`src/rtl/mem_port_arbiter.sv`:
```
// -----------------------------------------------------------------------------
// mem_port_arbiter
//
// Shares one single-port, word-organised SRAM (1-cycle read latency) between
// the instruction-fetch requester (IF) and the load/store requester (LS).
// Requests are serialised through a three-state FSM (IDLE -> ACCESS -> RESP),
// so at most one transaction is in flight and each accepted request gets
// exactly one single-cycle response.
//
// Arbitration prefers LS. While IF waits, a counter tracks consecutive LS
// grants; once it reaches STARVE_LIMIT the next contended grant goes to IF.
//
// Ports:
//   clk_i, rstn_i                 clock, synchronous active-low reset
//   if_req_valid_i/ready_o        IF request handshake
//   if_addr_i                     IF byte address
//   if_rsp_valid_o/data_o         IF read response (single-cycle pulse)
//   ls_req_valid_i/ready_o        LS request handshake
//   ls_addr_i, ls_we_i, ls_be_i,
//   ls_wdata_i                    LS request payload
//   ls_rsp_valid_o/data_o         LS response (read data, or 0 for writes)
//   mem_en_o, mem_we_o, mem_be_o,
//   mem_addr_o, mem_wdata_o       SRAM command (word address)
//   mem_rdata_i                   SRAM read data, valid the cycle after a read
//   busy_o                        FSM is not in IDLE
// -----------------------------------------------------------------------------
module mem_port_arbiter #(
    parameter int unsigned XLEN         = 32,
    parameter int unsigned ADDR_W       = 11,
    parameter int unsigned STARVE_LIMIT = 4
) (
    input  logic              clk_i,
    input  logic              rstn_i,

    input  logic              if_req_valid_i,
    output logic              if_req_ready_o,
    input  logic [XLEN-1:0]   if_addr_i,
    output logic              if_rsp_valid_o,
    output logic [XLEN-1:0]   if_rsp_data_o,

    input  logic              ls_req_valid_i,
    output logic              ls_req_ready_o,
    input  logic [XLEN-1:0]   ls_addr_i,
    input  logic              ls_we_i,
    input  logic [3:0]        ls_be_i,
    input  logic [XLEN-1:0]   ls_wdata_i,
    output logic              ls_rsp_valid_o,
    output logic [XLEN-1:0]   ls_rsp_data_o,

    output logic              mem_en_o,
    output logic              mem_we_o,
    output logic [3:0]        mem_be_o,
    output logic [ADDR_W-1:0] mem_addr_o,
    output logic [XLEN-1:0]   mem_wdata_o,
    input  logic [XLEN-1:0]   mem_rdata_i,

    output logic              busy_o
);

    typedef enum logic [1:0] {
        StIdle   = 2'd0,
        StAccess = 2'd1,
        StResp   = 2'd2
    } state_e;

    localparam int unsigned       CntW      = $clog2(STARVE_LIMIT + 1);
    localparam logic [CntW-1:0]   StarveMax = CntW'(STARVE_LIMIT);

    state_e              r_state;
    logic [CntW-1:0]     r_starve_cnt;
    logic                r_owner_ls;     // 1 = LS owns the transaction in flight
    logic                r_rsp_we;       // transaction in RESP was a write

    // Latched request, presented to the SRAM during ACCESS and zero otherwise
    logic                r_mem_en;
    logic                r_mem_we;
    logic [3:0]          r_mem_be;
    logic [ADDR_W-1:0]   r_mem_addr;
    logic [XLEN-1:0]     r_mem_wdata;

    logic                r_if_rsp_valid;
    logic                r_ls_rsp_valid;

    logic                w_idle;
    logic                w_starved;
    logic                w_if_grant;
    logic                w_ls_grant;
    logic                w_unused_addr_bits;

    // -------------------------------------------------------------------------
    // Arbitration (only meaningful in IDLE; grants double as ready)
    // -------------------------------------------------------------------------
    always_comb begin
        w_idle     = (r_state == StIdle);
        w_starved  = (r_starve_cnt == StarveMax);
        w_if_grant = w_idle && if_req_valid_i && (!ls_req_valid_i || w_starved);
        w_ls_grant = w_idle && ls_req_valid_i && !(if_req_valid_i && w_starved);
    end

    // Byte-offset bits and bits above the word address are deliberately dropped
    assign w_unused_addr_bits = ^{if_addr_i[1:0], if_addr_i[XLEN-1:ADDR_W+2],
                                  ls_addr_i[1:0], ls_addr_i[XLEN-1:ADDR_W+2]};

    // -------------------------------------------------------------------------
    // FSM with registered outputs
    // -------------------------------------------------------------------------
    always_ff @(posedge clk_i) begin
        if (!rstn_i) begin
            r_state        <= StIdle;
            r_starve_cnt   <= '0;
            r_owner_ls     <= 1'b0;
            r_rsp_we       <= 1'b0;
            r_mem_en       <= 1'b0;
            r_mem_we       <= 1'b0;
            r_mem_be       <= '0;
            r_mem_addr     <= '0;
            r_mem_wdata    <= '0;
            r_if_rsp_valid <= 1'b0;
            r_ls_rsp_valid <= 1'b0;
        end else begin
            case (r_state)
                StIdle: begin
                    if (w_if_grant || w_ls_grant) begin
                        r_owner_ls <= w_ls_grant;
                        r_mem_en   <= 1'b1;
                        if (w_ls_grant) begin
                            r_mem_addr  <= ls_addr_i[ADDR_W+1:2];
                            r_mem_we    <= ls_we_i;
                            r_mem_be    <= ls_be_i;
                            r_mem_wdata <= ls_wdata_i;
                        end else begin
                            r_mem_addr  <= if_addr_i[ADDR_W+1:2];
                            r_mem_we    <= 1'b0;
                            r_mem_be    <= 4'hF;
                            r_mem_wdata <= '0;
                        end
                        r_state <= StAccess;
                    end

                    // Count only LS wins that actually made IF wait
                    if (w_if_grant) begin
                        r_starve_cnt <= '0;
                    end else if (w_ls_grant && if_req_valid_i && !w_starved) begin
                        r_starve_cnt <= r_starve_cnt + 1'b1;
                    end
                end

                StAccess: begin
                    r_rsp_we       <= r_mem_we;
                    r_if_rsp_valid <= !r_owner_ls;
                    r_ls_rsp_valid <= r_owner_ls;
                    r_mem_en       <= 1'b0;
                    r_mem_we       <= 1'b0;
                    r_mem_be       <= '0;
                    r_mem_addr     <= '0;
                    r_mem_wdata    <= '0;
                    r_state        <= StResp;
                end

                StResp: begin
                    r_if_rsp_valid <= 1'b0;
                    r_ls_rsp_valid <= 1'b0;
                    r_rsp_we       <= 1'b0;
                    r_owner_ls     <= 1'b0;
                    r_state        <= StIdle;
                end

                default: begin
                    r_state <= StIdle;
                end
            endcase
        end
    end

    // -------------------------------------------------------------------------
    // Outputs. Gating with rstn_i keeps every output quiet while reset is held,
    // which also suppresses the SRAM write of a transaction cut off in ACCESS.
    // -------------------------------------------------------------------------
    assign if_req_ready_o = rstn_i && w_if_grant;
    assign ls_req_ready_o = rstn_i && w_ls_grant;

    assign if_rsp_valid_o = rstn_i && r_if_rsp_valid;
    assign ls_rsp_valid_o = rstn_i && r_ls_rsp_valid;

    // Read data comes straight from the SRAM, which presents it in RESP
    assign if_rsp_data_o  = (rstn_i && r_if_rsp_valid) ? mem_rdata_i : '0;
    assign ls_rsp_data_o  = (rstn_i && r_ls_rsp_valid && !r_rsp_we) ? mem_rdata_i : '0;

    assign mem_en_o       = rstn_i && r_mem_en;
    assign mem_we_o       = rstn_i && r_mem_we;
    assign mem_be_o       = rstn_i ? r_mem_be    : '0;
    assign mem_addr_o     = rstn_i ? r_mem_addr  : '0;
    assign mem_wdata_o    = rstn_i ? r_mem_wdata : '0;

    assign busy_o         = rstn_i && (r_state != StIdle);

endmodule

```
`config.mk`:
```
export PLATFORM = sky130hd
export DESIGN_NAME = mem_port_arbiter
export DESIGN_NICKNAME = d
export VERILOG_FILES = /design/src/rtl/mem_port_arbiter.sv
export SDC_FILE = /design/constraint.sdc
export NUM_CORES = 1
export LEC_CHECK = 0
export ABC_AREA = 1
export CAP_MARGIN = 20
export CORE_MARGIN = 1
export CORE_UTILIZATION = 33
export DETAILED_ROUTE_END_ITERATION = 8
export GPL_ROUTABILITY_DRIVEN = 0
export PLACE_DENSITY = 0.81
export SYNTH_ARGS = -nofsm -noshare
export SYNTH_HDL_FRONTEND = slang
export SYNTH_SLANG_ARGS = --single-unit
```
`constraint.sdc`:
```
create_clock -name clk_i -period 1.9 [get_ports clk_i]
set_input_delay 0.38 -clock clk_i [delete_from_list [all_inputs] [get_ports clk_i]]
set_output_delay 0.38 -clock clk_i [all_outputs]
set_load 0.01 [all_outputs]
```
# After elaboration in Yosys (flattened, before gate mapping)
# Index checks and enable logic that the tools add are counted.
dict set report op_classes {
  n_lt_le_gt_ge 0
  n_reduce_logical 31
  shift 0
  muxes 28
  eq_ne 4
  n_div 0
  n_addsub 1
  multipliers 0
  bitwise_logic 0
}
# operator count
set op_table {}
lappend op_table {{32-bit 2-to-1 mux} 5}
lappend op_table {{32-bit one-hot mux with 2 select lines} 1}
lappend op_table {{11-bit 2-to-1 mux} 3}
lappend op_table {{11-bit one-hot mux with 2 select lines} 1}
lappend op_table {{1-bit logical AND} 15}
lappend op_table {{4-bit 2-to-1 mux} 3}
lappend op_table {{1-bit one-hot mux with 2 select lines} 6}
lappend op_table {{2-bit nonzero test} 5}
lappend op_table {{4-bit one-hot mux with 2 select lines} 1}
lappend op_table {{3-bit 2-to-1 mux} 2}
lappend op_table {{2-bit AND reduction} 3}
lappend op_table {{1-bit logical NOT} 5}
lappend op_table {{1-bit 2-to-1 mux} 4}
lappend op_table {{2-bit one-hot mux with 2 select lines} 1}
lappend op_table {{3-bit by 1-bit adder with 3-bit output, second input constant} 1}
lappend op_table {{3-bit equality test, second input constant} 1}
lappend op_table {{2-bit by 1-bit equality test with 1-bit output, second input constant} 1}
lappend op_table {{2-bit equality test, second input constant} 1}
lappend op_table {{2-bit logical NOT} 1}
lappend op_table {{1-bit logical OR} 2}
lappend op_table {{2-bit 2-to-1 mux} 1}
lappend op_table {{2-bit by 1-bit inequality test with 1-bit output, second input constant} 1}
dict set report word_totals {
  latch_bits 0
  reg_bits 58
  n_memories 0
  ram_bits 0
  in_bits 137
  rom_bits 0
  word_cells 75
  out_inout_bits 118
}

# Longest topological paths before layout
# Gate-level depths: netlist of run 1.
dict set report depth {
  depth_word 8
  ltp_mapped 9
  ltp_nobuf 8
}

# Worst setup path after synthesis of run 1
# OpenSTA, ideal clock, no wires.
dict set report synth_path {
  path_type {reg2out}
  start {register r_state[0]}
  end {output ls_req_ready_o}
  n_path_buf 1
  required_ns 1.520
  path_slack_ns 0.235
  path_stages_with_launch 8
  arrival_ns 1.285
  path_cell_list {dfxtp_1 inv_1 ha_1 nand2_2 inv_2 nand2_2 buf_2 nor2_1}
}
dict set report synth_via {
  elab_chain_cells 4
}
# item line_no
set synth_rtl {}
lappend synth_rtl {{from (decl)} 69} ;# state_e r_state;
lappend synth_rtl {{from (signal assigned)} 109} ;# r_state <= StIdle;
lappend synth_rtl {{from (signal assigned)} 137} ;# r_state <= StAccess;
lappend synth_rtl {{from (signal assigned)} 157} ;# r_state <= StResp;
lappend synth_rtl {{2-bit logical NOT} 94} ;# w_idle = (r_state == StIdle);
lappend synth_rtl {{1-bit logical AND (2 in series)} 97} ;# w_ls_grant = w_idle && ls_req_valid_i && !(if_req_valid_i && w_starved);
lappend synth_rtl {{1-bit logical AND} 180} ;# assign ls_req_ready_o = rstn_i && w_ls_grant;
lappend synth_rtl {{to (decl)} 42} ;# output logic ls_req_ready_o,
# No other way between the ends.

# Worst setup path in the final report of run 1
dict set report layout_path {
  start {input rstn_i}
  end {output mem_addr_o[0]}
}
dict set report layout_via {
  elab_chain_cells 1
}
# item line_no
set layout_rtl {}
lappend layout_rtl {{from (decl)} 33} ;# input logic rstn_i,
lappend layout_rtl {{11-bit 2-to-1 mux} 192} ;# assign mem_addr_o = rstn_i ? r_mem_addr : '0;
lappend layout_rtl {{to (decl)} 53} ;# output logic [ADDR_W-1:0] mem_addr_o,
# No other way between the ends.

==> impl_metrics.ini, run 1 <==
[outcome]
status = finished clean

[timing]
slew_viol_final = 0
final.min_clock_period_ns = 1.88
final-hold-violation-count = 0
rsz0062_at_grt = true
final.period_utilization = 0.987
relSlewSlack = 0.785
max_freq_mhz = 533
setup_violations = 0
tightest_slew_ns = 0.322
skew_ns = 0.0137
hold_slack_ns = 0.400

[cells_and_area]
num_antenna_cells = 0
syn_to_final_growth_pct = 80.7
multi_input_area_sq_um = 1450
fillers = 859
fin_nets = 912
regArea_sq_um = 1160
drive_gt1_frac = 0.0828
stdcell_count = 902

[floorplan]
num_rows = 35
die_area_sq_um = 10100
start_util = 0.342
core-area_sq_um = 9330
ios = 255
die_w_um = 100
die_h_um = 100

[clock_network]
clock-sinks = 58
root_buffer = clkbuf_8
clk_path_buf_depth = 2
clkTransAtPathRegs_ns = 0.07
cts_made_buffers = 9
clk_latency_ns = 0.33
cts_tree = built
post_cts_buffers = 0
cts_hold_buf = 0
cts.htree.levels = 3

[critical_path]
end_kind = primary output
reg2regPathDepth = 8
cp-start-kind = input pin
critPathLaunch = rstn_i
critical_path_arrival_ns = 1.50
r2r-end = r_mem_wdata[25]$_SDFFE_PN0P_
path_max_fanout = 28
r2r_slack_ns = 0.32
r2r_start = r_starve_cnt[0]$_SDFFE_PN0P_
setup.worst_path.class = in2out
cp.required_ns = 1.52
crit_end = mem_addr_o[0]

[synth]
synth_area_per_cell_sq_um = 5.88
synth-adder-area-share = 0.0235
syn_area_sq_um = 3190
ys_seq_area_frac = 0.364
ys_ff_latch = 58
syn-num-nets = 686
synth_xor_area_frac = 0
synth_compound_area_frac = 0.0270
synthMuxAreaShare = 0
synth_top_family_by_area = simple AND/OR/NAND/NOR gates
yosys.area_share.simple = 0.398
synth_area_leaders = dfxtp_1 36%, nand2_1 21%, inv_1 14%
synthDistinctLibCells = 18
yosys.area.top_type_share = 0.364
yosysWarnings = 0
netlist_instances = 543
yosysTopAreaCell = dfxtp_1

[drt]
via_per_inst = 4.35
drtIter0Drc = 149
ant_nets = 0
drc = 0
routed_wl_mm = 10.9
drtPass1Iterations = 4
wl_per_cell_um = 12.0
via_count = 3926

[global_routing]
track_usage = 0.213
grt_pass1_wl_mm = 17.2
grt_pass1_vias = 3777
grt_max_degree = 50
antenna_found_initial = 0
overflow = 0

[placement]
dpl.hpwl_mm = 8.17
io_buffer_count = 212
placedCellCount = 887

[pwr]
p_seq_frac = 0.366
p_per_area_nw_per_um2 = 651
clkPwrFrac = 0.334
ir_drop_v = 0.000473
combPwrFrac = 0.301
switching_share = 0.292
internal_power_mw = 2.66
p_leak_nw = 3.44
p_sw_mw = 1.10

[min_path]
min_path_type = in2reg
holdCritStartpoint = rstn_i

[run]
maxCapViolCount = 0
[metal layers]
layer	share of wire	vias up	track usage
li1	-	2024	-
met1	0.38	1714	0.217
met2	0.52	172	0.418
met3	0.081	16	0.0529
met4	0.018	0	0.0736
met5	0	-	0
[cells by family (layout without fill, tap and decap cells)]
| kind of cell | Yosys count | after routing |
|---|---|---|
| AO/OA/AOI/OAI | 14 | 14 |
| adder cells (fa/ha/maj) | 6 | 6 |
| buffers and inverters | 150 | 380 |
| flip-flops | 58 | 58 |
| AND/OR/NAND/NOR | 315 | 315 |
[sequential cells by signal, summed over array words and instances, names as in the netlist]
| register | count |
|---|---|
| r_mem_wdata | 32 |
| r_mem_addr | 11 |
| r_mem_be | 4 |
| r_starve_cnt | 3 |
| r_state | 2 |
| r_if_rsp_valid | 1 |
| r_ls_rsp_valid | 1 |
| r_mem_en | 1 |
| r_mem_we | 1 |
| r_owner_ls | 1 |
| r_rsp_we | 1 |
[how the worst min path moves through the flow]
| stage | endpoint | slack, ns | cells past startpoint |
|---|---|---|---|
| after CTS | r_ls_rsp_valid$_SDFFE_PN0P_ | 0.39 | 3 |
| after detailed placement | r_ls_rsp_valid$_SDFFE_PN0P_ | 0.48 | 2 |
| after floorplan | r_ls_rsp_valid$_SDFFE_PN0P_ | 0.44 | 2 |
| final | r_ls_rsp_valid$_SDFFE_PN0P_ | 0.40 | 3 |
| after global routing | r_ls_rsp_valid$_SDFFE_PN0P_ | 0.41 | 3 |
| after global placement | r_state[0]$_SDFFE_PN0P_ | 0.46 | 2 |
[per-stage QoR]
stage	setup slack [ns]	TNS, ns	instance area, sq um	total power, mW	utilization
after floorplan	0.235	0	3190	1.92	-
after global placement	-0.233	-5.85	5630	2.52	0.603
after detailed placement	-0.267	-7.53	5630	2.56	0.603
after CTS	0.00271	0	5780	3.79	0.620
after global routing	-0.0732	-1.21	5770	3.95	0.619
final	0.0248	0	5770	3.76	0.619
[power by group through the flow]
stage               Clock [mW]  Sequential, mW  Combinational [mW]
finish                    1.25            1.37                1.13
global route              1.33            1.38                1.24
CTS                       1.28            1.37                1.14
detailed placement           0            1.40                1.16
global placement             0            1.39                1.13
floorplan                    0            1.39               0.537
[worst max-delay path, cell delays in order]
cell             delay, ns
buf_2                 0.14
buf_6                 0.24
nand2_1               0.08
inv_1                 0.08
clkdlybuf4s50_1       0.55
[timing repair]
| item | 4_1_cts | 5_1_grt |
|---|---|---|
| pin swaps | 0 | 0 |
| setup endpoints to repair | 93 | 63 |
| resized for setup | 74 | 16 |
[area by class of cell]
| cell class | count | area share |
|---|---|---|
| sequential | 58 | 0.202 |
| multi-input combinational | 335 | 0.252 |
| clock inverter | 5 | 0.0137 |
| inverter | 123 | 0.0804 |
| tap | 129 | 0.0280 |
| clock buffer | 10 | 0.0239 |
| timing repair buffer | 242 | 0.401 |
[Yosys cell counts]
cell and n:
nand2_1 179, inv_1 121, nor2_1 71, nand3_1 60, dfxtp_1 58, buf_2 15, clkbuf_1 7, ha_1 6
a21oi_1 5, buf_4 5, o21ai_1 4, nand2_2 3, inv_2 2, nand4_1 2, o21ai_0 2, a21oi_2 1
a21oi_4 1, a31oi_1 1
[cell usage in the layout (no fill, tap or decap), types with 3 or more instances in the layout]
| cell | instances |
|---|---|
| dfxtp_1 | 55 |
| inv_2 | 3 |
| o21ai_1 | 4 |
| clkdlybuf4s50_1 | 144 |
| nand2_2 | 3 |
| buf_12 | 5 |
| nor2_1 | 71 |
| nand2_1 | 179 |
| buf_4 | 24 |
| dfxtp_2 | 3 |
| clkbuf_8 | 10 |
| nand3_1 | 60 |
| clkbuf_2 | 4 |
| a21oi_1 | 5 |
| ha_1 | 5 |
| dlygate4sd2_1 | 59 |
| inv_1 | 119 |
Note: power is estimated with default switching activity, not from simulation.
==> run 2, diff against run 1 <==
CORE_MARGIN = 2   (was 1)
==> impl_metrics.ini, run 2 (synthesis gave the netlist of run 1 again) <==
[critical_path]
critPathLaunch = rstn_i
critical_path_arrival_ns = 1.41
cpPeakStageDelay_ns = 0.54
cp.required_ns = 1.52
r2r_start = r_starve_cnt[0]$_SDFFE_PN0P_
cp-start-kind = input pin
r2r_slack_ns = 0.35
reg2regPathDepth = 8
setup.worst_path.class = in2out
r2r-end = r_mem_wdata[20]$_SDFFE_PN0P_
end_kind = primary output
path_cells = buf_2, buf_4, nand2_1, inv_1, clkdlybuf4s50_1
path_max_fanout = 10
cp_slowest_cell = clkdlybuf4s50_1

[floorplan]
core-area_sq_um = 9330
die_area_sq_um = 10500
die_w_um = 102
die_h_um = 102
ios = 255
start_util = 0.342
num_rows = 35

[cells_and_area]
num_antenna_cells = 0
syn_to_final_growth_pct = 83.6
final_util = 0.629
final_common_cell = nand2_1
drive_gt1_frac = 0.0834
largest_reg_flops = 32
reg_top3 = r_mem_wdata: 32 flops, r_mem_addr: 11 flops, r_mem_be: 4 flops
fin_nets = 917
regMostFlops = r_mem_wdata
final_cell_mix = 179 x nand2_1, 119 x inv_1, 105 x clkdlybuf4s50_1, 75 x dlygate4sd2_1, 71 x nor2_1

[drt]
drtPass1Iterations = 4
via_per_inst = 4.43
via_count = 4019
wl_per_cell_um = 12.5
ant_nets = 0
routed_wl_mm = 11.4
drc = 0
drtIter0Drc = 124

[global_routing]
grt_pass1_vias = 3860
overflow = 0
grt_max_degree = 45
track_usage = 0.211
antenna_found_initial = 0
grt_pass1_wl_mm = 17.5

[pwr]
clkPwrFrac = 0.333
p_seq_frac = 0.364
switching_share = 0.293
combPwrFrac = 0.303
ir_drop_v = 0.000397
p_sw_mw = 1.10
p_leak_nw = 3.90
p_per_area_nw_per_um2 = 642
internal_power_mw = 2.66

[placement]
io_buffer_count = 212
dpl.hpwl_mm = 8.67
place_ws_ns = -0.269

[min_path]
min_path_type = in2reg
holdCritStartpoint = rstn_i
whs_endpoint = r_ls_rsp_valid$_SDFFE_PN0P_
hold_depth = 3

[outcome]
status = finished clean

[timing]
fin_setup_tns_ns = 0
setup_violations = 0
skew_ns = 0.00643
max_freq_mhz = 559
final.period_utilization = 0.942
final-hold-violation-count = 0
final.min_clock_period_ns = 1.79
tightest_slew_ns = 0.328
slew_viol_final = 0
setup_slack_ns = 0.110
rsz0062_at_grt = false
relSlewSlack = 0.782

[clock_network]
clk_path_buf_depth = 2
cts.htree.levels = 3
clock-sinks = 58
clkTransAtPathRegs_ns = 0.06
cts_tree = built
post_cts_buffers = 0
cts_hold_buf = 0
cts_made_buffers = 9
root_buffer = clkbuf_8
clk_latency_ns = 0.33

[run]
maxCapViolCount = 0
-- run 2: power by group through the flow --
stage / clock, mW / sequential [mW] / combinational (mW)
after floorplan: 0 / 1.39 / 0.537
after global placement: 0 / 1.39 / 1.16
after detailed placement: 0 / 1.39 / 1.18
after CTS: 1.27 / 1.37 / 1.16
after global routing: 1.34 / 1.38 / 1.25
final: 1.25 / 1.37 / 1.14
-- run 2: final cells by class --
class | count | area (sq um)
inverter | 123 | 464
clock buffer | 11 | 141
timing repair buffer | 247 | 2410
sequential | 58 | 1160
tap | 129 | 161
clock inverter | 5 | 77.6
fill | 861 | 3460
multi-input combinational | 335 | 1450
-- run 2: stage by stage --
stage / std cells / power, mW / hold WS [ns] / area (sq um)
after floorplan: 543 / 1.92 / 0.444 / 3190
after CTS: 908 / 3.80 / 0.399 / 5820
after global routing: 908 / 3.97 / 0.428 / 5860
after detailed placement: 892 / 2.58 / 0.472 / 5690
final: 908 / 3.76 / 0.406 / 5860
after global placement: 892 / 2.55 / 0.460 / 5690
-- run 2: what timing repair did --
item	4_1_cts	5_1_grt
gates resized for setup	91	37
pin swaps	0	1
endpoints found under the hold margin	0	0
setup endpoints to repair	85	38
-- run 2: worst max path at each step --
stage	to	slack (ns)
after floorplan	ls_req_ready_o	0.23
after detailed placement	ls_req_ready_o	-0.27
after global placement	ls_req_ready_o	-0.26
after CTS	mem_wdata_o[27]	0.0005
final	mem_addr_o[2]	0.11
after global routing	ls_rsp_data_o[12]	0.002
-- run 2: critical path: cells and delay by family --
| family | cells | cell delay [ns] |
|---|---|---|
| buf+inv | 4 | 0.95 |
| simple gates | 1 | 0.07 |
-- run 2: metal layers --
metal	GRT usage	share of wire
met4	0.0656	0.014
met2	0.416	0.53
met5	0	0
met3	0.0588	0.074
met1	0.214	0.38
==> run 3, diff against run 2 <==
CTS_CLUSTER_DIAMETER = 200   (was unset)
PLACE_DENSITY = 0.92   (was 0.81)
==> impl_metrics.ini, run 3 (synthesis gave the netlist of run 1 again) <==
[drt]
via_count = 3873
drtIter0Drc = 95
via_per_inst = 4.27
drtPass1Iterations = 5
wl_per_cell_um = 11.6
routed_wl_mm = 10.5
drc = 0
ant_nets = 0

[cells_and_area]
final_cell_mix = 179 x nand2_1, 143 x clkdlybuf4s50_1, 121 x inv_1, 71 x nor2_1, 65 x dlygate4sd2_1
num_antenna_cells = 0
syn_to_final_growth_pct = 82.3
drive_gt1_frac = 0.0772
largest_reg_flops = 32
fin_nets = 917
regMostFlops = r_mem_wdata
final_util = 0.624
multi_input_area_sq_um = 1460
fillers = 841
final_common_cell = nand2_1
reg_top3 = r_mem_wdata: 32 flops, r_mem_addr: 11 flops, r_mem_be: 4 flops
regArea_sq_um = 1160

[pwr]
p_sw_mw = 1.06
clkPwrFrac = 0.326
finalPower_mw = 3.72
switching_share = 0.284
p_seq_frac = 0.367
p_per_area_nw_per_um2 = 640
p_leak_nw = 3.49
ir_drop_v = 0.000407
internal_power_mw = 2.66
combPwrFrac = 0.307

[global_routing]
track_usage = 0.194
grt_max_degree = 50
grt_pass1_wl_mm = 16.1
grt_pass1_vias = 3567
overflow = 0
antenna_found_initial = 0

[floorplan]
core-area_sq_um = 9330
start_util = 0.342
ios = 255
die_w_um = 102
die_h_um = 102
num_rows = 35
die_area_sq_um = 10500

[timing]
rsz0062_at_grt = true
setup_violations = 0
tightest_slew_ns = 0.231
final-hold-violation-count = 0
slew_viol_final = 0
max_freq_mhz = 537
final.period_utilization = 0.979
relSlewSlack = 0.846
skew_ns = 0.00575
final.min_clock_period_ns = 1.86

[run]
maxCapViolCount = 0

[critical_path]
cp-start-kind = input pin
end_kind = primary output
cp.required_ns = 1.52
setup.worst_path.class = in2out
critical_path_arrival_ns = 1.48
path_max_fanout = 27

[clock_network]
clkTransAtPathRegs_ns = 0.06
cts_made_buffers = 9
root_buffer = clkbuf_8
cts.htree.levels = 3
clk_path_buf_depth = 2
cts_tree = built
clock-sinks = 58
clk_latency_ns = 0.32
post_cts_buffers = 0

[placement]
io_buffer_count = 212
dpl.hpwl_mm = 7.87

[outcome]
status = finished clean

[min_path]
min_path_type = in2reg
[run 3: layout make-up]
| class | instances | area share |
|---|---|---|
| Multi-Input combinational cell | 335 | 0.250 |
| Inverter | 123 | 0.0793 |
| Timing Repair Buffer | 247 | 0.408 |
| Sequential cell | 58 | 0.199 |
| Tap cell | 129 | 0.0277 |
| Clock inverter | 3 | 0.0112 |
| Clock buffer | 11 | 0.0243 |
[run 3: metal layers]
metal,vias up,global-route usage,share of wire
met5,-,0,0
met4,0,0.0646,0.018
met3,16,0.0650,0.083
met2,137,0.379,0.53
met1,1692,0.191,0.37
li1,2028,-,-
[run 3: through the flow]
step,instances,hold WS [ns],area (sq um),setup WS (ns),setup TNS [ns]
after global routing,906,0.412,5820,-0.0346,-0.316
final,906,0.408,5820,0.0392,0
after detailed placement,892,0.473,5680,-0.243,-1.89
after floorplan,543,0.444,3190,0.235,0
after CTS,906,0.396,5820,0.00603,0
after global placement,892,0.463,5680,-0.233,-1.07
[run 3: critical path, stage by stage]
cell             delay, ns
buf_2                 0.14
buf_6                 0.23
nand2_1               0.07
inv_1                 0.08
clkdlybuf4s50_1       0.57
[run 3: what timing repair did]
action,4_1_cts,5_1_grt
resized for setup,73,5
hold endpoints to repair,0,0
gates cloned,0,0
hold buffers,0,0
endpoints found under the setup margin,74,25
[run 3: final timing paths]
path,start,endpoint,slack [ns],cells after the start
worst max-delay path,rstn_i,mem_wdata_o[12],0.04,5
worst min-delay path,rstn_i,r_ls_rsp_valid$_SDFFE_PN0P_,0.41,3
worst max register to register,r_state[0]$_SDFFE_PN0P_,r_mem_wdata[8]$_SDFFE_PN0P_,0.38,9
worst min register to register,r_ls_rsp_valid$_SDFFE_PN0P_,r_ls_rsp_valid$_SDFFE_PN0P_,0.48,2
[run 3: power groups by stage]
stage | Sequential (mW) | Combinational, mW | Clock, mW
floorplan | 1.39 | 0.537 | 0
global placement | 1.39 | 1.16 | 0
detailed placement | 1.39 | 1.18 | 0
CTS | 1.37 | 1.16 | 1.25
global route | 1.38 | 1.26 | 1.31
finish | 1.37 | 1.14 | 1.21
